### config.mk
export PLATFORM = sky130hd
export DESIGN_NAME = mult_div_unit
export DESIGN_NICKNAME = d
export VERILOG_FILES = /design/src/rtl/mult_div_unit.sv
export SDC_FILE = /design/constraint.sdc
export NUM_CORES = 1
export LEC_CHECK = 0
export BUFFER_PORTS_ARGS = -buffer_cell sky130_fd_sc_hd__buf_2
export CAP_MARGIN = 30
export CORE_MARGIN = 2
export CORE_UTILIZATION = 25
export DETAILED_ROUTE_END_ITERATION = 8
export GPL_TIMING_DRIVEN = 0
export HOLD_SLACK_MARGIN = 0.15
export SYNTH_ARGS = -nofsm -noshare
export SYNTH_HDL_FRONTEND = slang
export SYNTH_SLANG_ARGS = --single-unit
export TNS_END_PERCENT = 20
### constraint.sdc
create_clock -name clk -period 9.7 [get_ports clk]
set_input_delay 1.455 -clock clk [delete_from_list [all_inputs] [get_ports clk]]
set_output_delay 1.455 -clock clk [all_outputs]
set_load 0.01 [all_outputs]
### src/rtl/mult_div_unit.sv
// Iterative multiply/divide unit with HI/LO result registers.
// Ports: clk/reset; start+op+a+b launch an operation; mthi/mtlo+wdata write HI/LO directly;
//        busy/done report progress; hi/lo are the registered results.
module mult_div_unit #(
    parameter int WIDTH = 32,
    parameter int CNT_W = 6
) (
    input  logic             clk,
    input  logic             reset,
    input  logic             start,
    input  logic [1:0]       op,
    input  logic [WIDTH-1:0] a,
    input  logic [WIDTH-1:0] b,
    input  logic             mthi,
    input  logic             mtlo,
    input  logic [WIDTH-1:0] wdata,
    output logic             busy,
    output logic             done,
    output logic [WIDTH-1:0] hi,
    output logic [WIDTH-1:0] lo
);

    typedef enum logic [1:0] {IDLE, RUN, FIX} state_t;

    state_t             state_q;
    logic [CNT_W-1:0]   cnt_q;
    logic               div_q;     // operation is a divide
    logic               neg_q_q;   // negate product / quotient at the end
    logic               neg_r_q;   // negate remainder at the end
    logic               dbz_q;     // divisor was zero
    logic [WIDTH-1:0]   a_q;       // raw dividend, returned as HI on divide by zero
    logic [WIDTH-1:0]   opb_q;     // multiplicand magnitude or divisor magnitude
    logic [WIDTH-1:0]   acc_q;     // product high half or partial remainder
    logic [WIDTH-1:0]   work_q;    // multiplier bits / dividend bits -> quotient bits
    logic [WIDTH-1:0]   hi_q;
    logic [WIDTH-1:0]   lo_q;
    logic               done_q;

    // operand capture helpers
    logic               sgn_op;
    logic [WIDTH-1:0]   a_abs;
    logic [WIDTH-1:0]   b_abs;

    // one-iteration datapath
    logic [WIDTH:0]     mul_sum;
    logic [WIDTH:0]     div_shift;
    logic [WIDTH:0]     div_diff;
    logic [WIDTH-1:0]   acc_d;
    logic [WIDTH-1:0]   work_d;

    // final sign-corrected results
    logic [2*WIDTH-1:0] prod;
    logic [WIDTH-1:0]   hi_d;
    logic [WIDTH-1:0]   lo_d;

    always_comb begin
        sgn_op = ~op[0];
        a_abs  = (sgn_op && a[WIDTH-1]) ? -a : a;
        b_abs  = (sgn_op && b[WIDTH-1]) ? -b : b;
    end

    always_comb begin
        // multiply: add multiplicand when the low multiplier bit is set, then shift right
        mul_sum   = {1'b0, acc_q} + (work_q[0] ? {1'b0, opb_q} : '0);
        // restoring divide: shift next dividend bit into the remainder, trial subtract
        div_shift = {acc_q, work_q[WIDTH-1]};
        div_diff  = div_shift - {1'b0, opb_q};
        if (div_q) begin
            // a non-negative difference always fits WIDTH bits since remainder < divisor
            acc_d  = div_diff[WIDTH] ? div_shift[WIDTH-1:0] : div_diff[WIDTH-1:0];
            work_d = {work_q[WIDTH-2:0], ~div_diff[WIDTH]};
        end else begin
            acc_d  = mul_sum[WIDTH:1];
            work_d = {mul_sum[0], work_q[WIDTH-1:1]};
        end
    end

    always_comb begin
        prod = {acc_q, work_q};
        if (neg_q_q) prod = -prod;
        if (!div_q) begin
            hi_d = prod[2*WIDTH-1:WIDTH];
            lo_d = prod[WIDTH-1:0];
        end else if (dbz_q) begin
            hi_d = a_q;
            lo_d = '1;
        end else begin
            // most-negative / -1 falls out naturally: quotient magnitude 2^(W-1), no negation
            hi_d = neg_r_q ? -acc_q : acc_q;
            lo_d = neg_q_q ? -work_q : work_q;
        end
    end

    always_ff @(posedge clk or posedge reset) begin
        if (reset) begin
            state_q <= IDLE;
            cnt_q   <= '0;
            div_q   <= 1'b0;
            neg_q_q <= 1'b0;
            neg_r_q <= 1'b0;
            dbz_q   <= 1'b0;
            a_q     <= '0;
            opb_q   <= '0;
            acc_q   <= '0;
            work_q  <= '0;
            hi_q    <= '0;
            lo_q    <= '0;
            done_q  <= 1'b0;
        end else begin
            done_q <= 1'b0;
            case (state_q)
                IDLE: begin
                    if (start) begin
                        div_q   <= op[1];
                        neg_q_q <= sgn_op & (a[WIDTH-1] ^ b[WIDTH-1]);
                        neg_r_q <= sgn_op & a[WIDTH-1];
                        dbz_q   <= (b == '0);
                        a_q     <= a;
                        opb_q   <= op[1] ? b_abs : a_abs;
                        work_q  <= op[1] ? a_abs : b_abs;
                        acc_q   <= '0;
                        cnt_q   <= '0;
                        state_q <= RUN;
                    end else begin
                        if (mthi) hi_q <= wdata;
                        if (mtlo) lo_q <= wdata;
                    end
                end
                RUN: begin
                    acc_q  <= acc_d;
                    work_q <= work_d;
                    cnt_q  <= cnt_q + 1'b1;
                    if (cnt_q == CNT_W'(WIDTH - 1)) state_q <= FIX;
                end
                FIX: begin
                    hi_q    <= hi_d;
                    lo_q    <= lo_d;
                    done_q  <= 1'b1;
                    state_q <= IDLE;
                end
                default: state_q <= IDLE;
            endcase
        end
    end

    assign busy = (state_q != IDLE);
    assign done = done_q;
    assign hi   = hi_q;
    assign lo   = lo_q;

endmodule

# --- Word level (Yosys, flattened, before mapping) ---
# Cells that the tools add are included.
op_classes:
  addsub: 8
  n_eq_ne: 8
  muxes: 31
  bitwise_logic: 5
  reduce_logical: 12
ops:
  columns: ["operator", "n"]
  rows:
  - ["$mux W32", 20]
  - ["$pmux W32 S2", 4]
  - ["$neg A32 Y32", 4]
  - ["$mux W64", 1]
  - ["$neg A64 Y64", 1]
  - ["$add A32 B32 Y33", 1]
  - ["$sub A33 B32 Y33", 1]
  - ["$logic_not A32 Y1", 1]
  - ["$pmux W6 S2", 1]
  - ["$ne A2 B2 Y1 const B", 5]
  - ["$add A6 B1 Y6 const B", 1]
  - ["$eq A6 B5 Y1 const B", 1]
  - ["$mux W6", 1]
  - ["$reduce_and A2 Y1", 3]
  - ["$reduce_and A3 Y1", 2]
  - ["$reduce_bool A2 Y1", 3]
  - ["$mux W2", 2]
  - ["$pmux W2 S2", 1]
  - ["$and A1 B1 Y1", 2]
  - ["$eq A2 B1 Y1 const B", 1]
  - ["$eq A2 B2 Y1 const B", 1]
  - ["$logic_and A1 B1 Y1", 2]
  - ["$logic_not A2 Y1", 1]
  - ["$not A1 Y1", 2]
  - ["2 further kinds", 2]
word_totals:
  reg_bits: 205

# --- Longest topological paths before layout ---
# Gate-level depths: netlist (run 1).
logic_depth:
  word_depth: 6
  depth_mapped: 15
  ltp_nobuf: 13

# --- Worst setup path before layout (run 1) ---
# No wires, ideal clock.
synth_timing:
  path_type: "input -> register"
  start: "input a[4]"
  end: "register work_q[27]"
  setup_ns: 0.137
  arrival_ns: 3.604
  required_time_ns: 9.563
  path_slack_ns: 5.959
  path_stages: 8
  n_path_buf: 0
  cell_sequence: "or4_1 > nor4_1 > nand4_1 > o31ai_1 > xor2_1 > a211oi_1 > a211oi_1 > a21oi_1"
synth_via:
  elab_chain_cells: 5
synth_rtl:
  columns: ["element", "line", "text"]
  rows:
  - ["start, declared", "12", "input logic [WIDTH-1:0] a,"]
  - ["$neg A32 Y32", "58", "a_abs = (sgn_op && a[WIDTH-1]) ? -a : a;"]
  - ["$mux W32", "58", null]
  - ["$mux W32", "120", "work_q <= op[1] ? a_abs : b_abs;"]
  - ["$mux W32", "113", "if (start) begin"]
  - ["$pmux W32 S2", "111", "case (state_q)"]
  - ["end signal, assigned", "120", null]
  - ["end signal, assigned", "131", "work_q <= work_d;"]
  - ["end, declared", "34", "logic [WIDTH-1:0] work_q;"]
# Every way passes these cells. The select of a mux whose other input is x is not followed.
# A chain may end at the register's enable or synchronous reset.

# --- Worst setup path after layout (run 1) ---
layout_timing:
  start: "register work_q[31]"
  end: "register acc_q[25]"
layout_via:
  elab_chain_cells: 4
layout_rtl:
  columns: ["element", "line", "text"]
  rows:
  - ["$sub A33 B32 Y33", "67", "div_diff = div_shift - {1'b0, opb_q};"]
  - ["$mux W32", "70", "acc_d = div_diff[WIDTH] ? div_shift[WIDTH-1:0] : div_diff[WIDTH-1:0];"]
  - ["$mux W32", "68", "if (div_q) begin"]
  - ["$pmux W32 S2", "111", null]
  - ["end signal, assigned", "104", "acc_q <= '0;"]
  - ["end signal, assigned", "121", "acc_q <= '0;"]
  - ["end signal, assigned", "130", "acc_q <= acc_d;"]
  - ["end, declared", "33", "logic [WIDTH-1:0] acc_q;"]
# Every way passes these cells.

==> flow_summary.yaml, run 1 <==
outcome:
  status: "finished, final reports clean"
clock_network:
  insertion_delay_ns: 0.56
  root_buffer: "clkbuf_16"
  htree_levels: 1
  cts_buffer_depth: 3
  cts_hold_repair.buffers: 0
  cts_tree: "yes"
  cts_inserted_buffers: 25
  cts_resized: 0
  clock_sinks: 205
  clkSlewWorstSetupHoldPaths_ns: 0.06
  post_cts_buffers: 0
setup_path:
  crit_path_max_incr_delay_ns: 0.68
  cpMostUsedCell: "clkbuf_1"
  end_kind: "flop"
  cp.required_ns: 10.08
  cpMaxStageDelayCell: "buf_1"
  crit_chain: "clkbuf_1 -> inv_1 -> ha_1 -> fa_1 -> nand2b_1 -> a21oi_1 -> o41ai_1 -> a211o_1 -> a21boi_0 -> or4_1 -> and2_1 -> clkbuf_1 -> buf_1 -> mux2i_1 -> o221ai_1"
  start_kind: "flop"
  cp.arrival_ns: 5.15
  crit_fanout: 10
  critPathKind: "reg -> reg"
sta:
  finalMaxSlewViolations: 0
  setup_viol: 0
  slew_headroom_pct: 27.5
  clock_skew_ns: 0.0223
  fin_crit_sh_pct: 49.2
  rsz0062_at_grt: "no"
  max_freq_mhz: 209
  min_period_ns: 4.77
  tightest_slew_ns: 1.08
  fin_tns_setup_ns: 0
  finalHoldViolations: 0
drt:
  drc: 0
  first_iter_violations: 1839
  avgRoutedWirePerCell_um: 22.6
  dr.pass1.iters: 8
  ant_nets: 0
  via_count: 17749
  wl_mm: 73.3
  vias_per_cell: 5.48
power:
  p_leak_nw: 8.13
  irDropWorstVdd_uv: 141
  netSwitchingFraction_pct: 49.8
  p_comb_share_pct: 60.1
  p_switching_mw: 3.19
  pwr_density_cell_nw_per_um2: 327
  power.share.clock_pct: 14.4
  intPower_mw: 3.21
  p_seq_share_pct: 25.4
cells_and_area:
  drive_gt1_share_pct: 9.97
  final_area_um2: 19600
  syn2layout_area_growth_pct: 16.5
  fin_nets: 2514
die:
  die_area_um2: 69200
  rows: 95
  core_um2: 66800
  initial_core_util_pct: 25.1
  num_io_pins: 169
  die_y_um: 263
  fp.dieW_um: 263
global_route:
  grt_start_max_net_pins: 126
  grt_pass1_wl_mm: 109
  antenna_found_initial: 10
  grt_usage_pct: 20.5
  grt_pass1_vias: 16763
  overflow: 0
synthesis:
  synthTopCellsByCount: "nand2_1, o21ai_0, dfrtp_1"
  synthArstFlopShare_pct: 100
  synth_top_cell_area_share_pct: 30.6
  synth_area_um2: 16800
  synth_ff_type: "dfrtp_1"
  syn_inst: 2144
  yosysSeqAreaShare_pct: 30.6
  synth_edf_count: 0
  yosys.area.top_type: "dfrtp_1"
  synth_area_leaders: "dfrtp_1, nand2_1, o21ai_0"
  synth-seq-cells: 205
  synth_most_common_cell: "nand2_1"
  synthesis.nets: 2318
  avgSynthCellArea_um2: 7.83
  synthDistinctLibCells: 68
  yosys_warnings: 0
flow_run:
  maxCapViolations: 0
place:
  place_area_um2: 18800
  gp_congestion: 1.00
  io_buffers: 167
  detailed_place_hpwl_mm: 59.2
hold_path:
  min_path_type: "reg -> reg"
==> metal layers <==
metal	vias up	wire [µm]	global-route usage, %
li1	8136	-	-
met1	8554	32500	28.8
met2	897	30500	30.4
met3	152	7550	4.91
met4	10	2750	7.09
met5	-	58	0
==> cell type report <==
| class | count | area, µm² |
|---|---|---|
| buffer | 147 | 584 |
| sequential | 205 | 5130 |
| clock inverter | 7 | 92.6 |
| tap | 873 | 1090 |
| clock buffer | 38 | 684 |
| inverter | 71 | 274 |
| multi-input combinational | 1721 | 10800 |
| antenna | 6 | 15.0 |
| timing repair buffer | 169 | 878 |
| fill | 7302 | 47200 |
==> layout by cell type, fill, tap and decap left out, types with 5 or more instances in the layout <==
cell type  count
nand2_1      302
o21ai_0      218
dfrtp_1      205
buf_2        168
a21oi_1      165
nor2_1       152
clkbuf_1     131
xnor2_1      116
a211oi_1      71
xor2_1        70
ha_1          69
inv_1         67
mux2i_1       66
o22ai_1       42
o211ai_1      41
or3_1         32
nand3_1       31
o31ai_1       30
nor3_1        30
clkbuf_16     25
a21o_1        23
buf_1         22
a22oi_1       22
a31oi_1       20
nor2b_1       19
nand2b_1      18
or4_1         18
o21a_1        17
o221ai_1      14
and3_1        12
nor4_1        12
nand4_1       11
o41ai_1       11
o21bai_1      10
or2_2         10
a21boi_0       9
diode_2        6
and2_1         5
nand3b_1       5
mux2_2         5
==> state kept, by name, summed over array words and instances, names as in the netlist, 2 cells and up <==
name / count
a_q: 32
acc_q: 32
hi: 32
lo: 32
opb_q: 32
work_q: 32
cnt_q: 6
state_q: 2
==> worst paths after layout <==
kind	start	end	slack, ns	depth (start not counted)
setup / recovery	work_q[31]	acc_q[25]	4.93	15
hold / removal	lo[27]	lo[27]	0.48	2
setup reg to reg	work_q[31]	acc_q[25]	4.93	15
hold reg to reg	lo[27]	lo[27]	0.48	2
max in group asynchronous	reset	acc_q[12]	7.66	3
min in group asynchronous	reset	lo[13]	0.97	2
==> through the flow <==
step / power (mW) / util (%) / hold slack [ns] / instances / worst slack, ns
after floorplan: 4.14 / - / 0.440 / 2144 / 2.65
after global placement: 5.33 / 28.0 / 0.460 / 3184 / -0.0605
after detailed placement: 5.36 / 28.1 / 0.468 / 3186 / 4.68
after CTS: 6.29 / 29.3 / 0.480 / 3231 / 5.07
after global routing: 6.83 / 29.3 / 0.508 / 3234 / 4.72
final: 6.40 / 29.3 / 0.475 / 3237 / 4.93
==> power groups by stage <==
stage	Combinational [mW]	Clock, mW	Sequential (mW)
floorplan	2.71	0	1.43
global placement	3.73	0	1.61
detailed placement	3.75	0	1.61
CTS	3.77	0.930	1.59
global route	4.21	0.969	1.64
finish	3.85	0.923	1.63
==> cell families (layout without fill, tap and decap cells) <==
logic type	count (synthesis)	count (layout)	share of synthesized area, %
adder cells (fa/ha/maj)	71	71	5.38
other	0	6	0
flip-flops	205	205	30.6
AND/OR/NAND/NOR	668	668	18.1
XOR/XNOR	186	186	9.70
AO/OA/AOI/OAI	725	725	26.9
multiplexers	71	71	4.27
buffers and inverters	218	432	5.07
==> critical path: cells and delay by family, from the launching register on <==
kind | cells | cell delay [ns]
fa+ha+maj | 2 | 0.64
flops | 1 | 0.40
compound gates | 5 | 1.09
mux | 1 | 0.30
buf+inv | 4 | 1.68
simple gates | 3 | 0.48
Note: power is estimated with default switching activity, not from simulation.
==> inputs of run 2 (changes only) <==
Clock period 9.7 ns to 4.7 ns, I/O delays scaled along.
==> run 2 against run 1 <==
Clock power up 110%. Via count down 0.38%. Global-route usage down 0.057 points. First-iteration DRC count up 8.0%. Register-to-register slack worse by 4.7 ns. Sequential share of layout area down 0.10 points. Sequential power up 110%. Flip-flop and latch count unchanged. Clock skew down 0.0039 ns. Worst hold slack worse by 0.15 ns. Die area unchanged. Largest cell class unchanged. Highest routed layer unchanged.
==> flow_summary.yaml, run 2 (synthesized netlist as in run 1, its figures left out) <==
outcome:
  status: "finished, final reports clean"
global_route:
  antenna_found_initial: 8
  grt_pass1_wl_mm: 108
  grt_pass1_vias: 16505
  grt_start_max_net_pins: 40
  grt_usage_pct: 20.4
  overflow: 0
drt:
  drc: 0
  avgRoutedWirePerCell_um: 22.7
  ant_nets: 0
  first_iter_violations: 1987
  vias_per_cell: 5.47
  via_count: 17682
  wl_mm: 73.3
  dr.pass1.iters: 6
die:
  die_y_um: 263
  initial_core_util_pct: 25.1
  core_um2: 66800
  num_io_pins: 169
  fp.dieW_um: 263
  rows: 95
  die_area_um2: 69200
cells_and_area:
  fillers: 7291
  final_area_um2: 19600
  final_cell_mix: "nand2_1, o21ai_0, dfrtp_1, buf_2, a21oi_1"
  syn2layout_area_growth_pct: 17.0
  drive_gt1_share_pct: 10.5
  multiInputGateArea_um2: 10800
  seq_area_um2: 5130
  final_common_cell: "nand2_1"
  fin_nets: 2518
sta:
  min_period_ns: 4.51
  setup_ws_ns: 0.190
  finalMaxSlewViolations: 0
  slew_headroom_pct: 31.4
  setup_viol: 0
  rsz0062_at_grt: "no"
  fin_crit_sh_pct: 96.0
  max_freq_mhz: 222
  clock_skew_ns: 0.0184
  finalHoldViolations: 0
  tightest_slew_ns: 1.02
clock_network:
  cts_hold_repair.buffers: 0
  cts_buffer_depth: 3
  post_cts_buffers: 0
  cts_inserted_buffers: 25
  insertion_delay_ns: 0.56
  clock_sinks: 205
  cts_tree: "yes"
  root_buffer: "clkbuf_16"
  cts_resized: 2
  clkSlewWorstSetupHoldPaths_ns: 0.06
  htree_levels: 1
setup_path:
  end_kind: "flop"
  critPathKind: "reg -> reg"
  crit_fanout: 11
  cp.arrival_ns: 4.92
  cpMaxStageDelayCell: "dfrtp_2"
  cp-startpoint: "work_q[31]"
  crit_path_max_incr_delay_ns: 0.56
  start_kind: "flop"
  rrSetupSlack_ns: 0.19
  regToRegEndpoint: "acc_q[4]"
  rr_worst_depth: 16
  crit_end: "acc_q[4]"
  r2r_start: "work_q[31]"
  cp.required_ns: 5.11
  crit_chain: "inv_1 -> ha_1 -> fa_1 -> nand2b_1 -> a21oi_1 -> o41ai_1 -> clkdlybuf4s18_2 -> a211o_1 -> a21boi_0 -> or4_1 -> and2_1 -> clkbuf_1 -> buf_2 -> buf_6 -> mux2i_1 -> o21ai_0"
place:
  place_ws_ns: -0.469
  detailed_place_hpwl_mm: 59.8
  io_buffers: 167
  gp_congestion: 1.02
  place_area_um2: 18800
hold_path:
  min_path_type: "in -> async"
flow_run:
  maxCapViolations: 0
power:
  p_leak_nw: 8.17
  irDropWorstVdd_uv: 304
  power.total_mw: 13.3
  pwr_density_cell_nw_per_um2: 677
[run 2: stage by stage]
step	hold WS (ns)	TNS (ns)	utilization, %	cells
6_report	0.329	0	29.4	3233
5_1_grt	0.392	0	29.4	3232
4_1_cts	0.345	0	29.4	3232
3_5_place_dp	0.468	-6.63	28.2	3191
3_3_place_gp	0.461	-26.76	28.0	3184
2_1_floorplan	0.440	0	-	2144
[run 2: cell type report]
cell class,count,area share (%)
buffer,146,2.99
inverter,71,1.38
clock inverter,5,0.312
clock buffer,37,3.72
multi-input combinational,1721,55.0
antenna,1,0.0127
tap,873,5.56
sequential,205,26.1
timing repair buffer,174,4.87
[run 2: how the worst min path moves through the flow]
stage / start / end / slack (ns) / cells after the start
2_1_floorplan: a_q[2] / a_q[2] / 0.44 / 2
3_3_place_gp: lo[15] / lo[15] / 0.46 / 2
3_5_place_dp: lo[28] / lo[28] / 0.47 / 2
4_1_cts: reset / lo[17] / 0.35 / 2
5_1_grt: reset / lo[11] / 0.39 / 2
6_report: reset / lo[17] / 0.33 / 2
[run 2: where the power goes]
group          switching [mW]  internal (mW)
logic                    4.86           3.14
registers               0.968           2.40
clock network           0.798           1.12
[run 2: layer usage]
metal	vias to the layer above	GRT usage (%)	share of wire [%]
li1	8146	-	-
met4	14	7.09	3.8
met3	171	4.53	10
met5	-	0	0.11
met1	8499	29.1	44
met2	852	30.1	42
[run 2: worst max-delay path, delay by kind of cell, from the launching register on]
| kind | cells | cell delay (ns) |
|---|---|---|
| buffers and inverters | 5 | 1.25 |
| AOI/OAI and AO/OA | 5 | 1.17 |
| adders and majority gates | 2 | 0.61 |
| DFF | 1 | 0.56 |
| and+or+nand+nor | 3 | 0.51 |
| muxes | 1 | 0.25 |
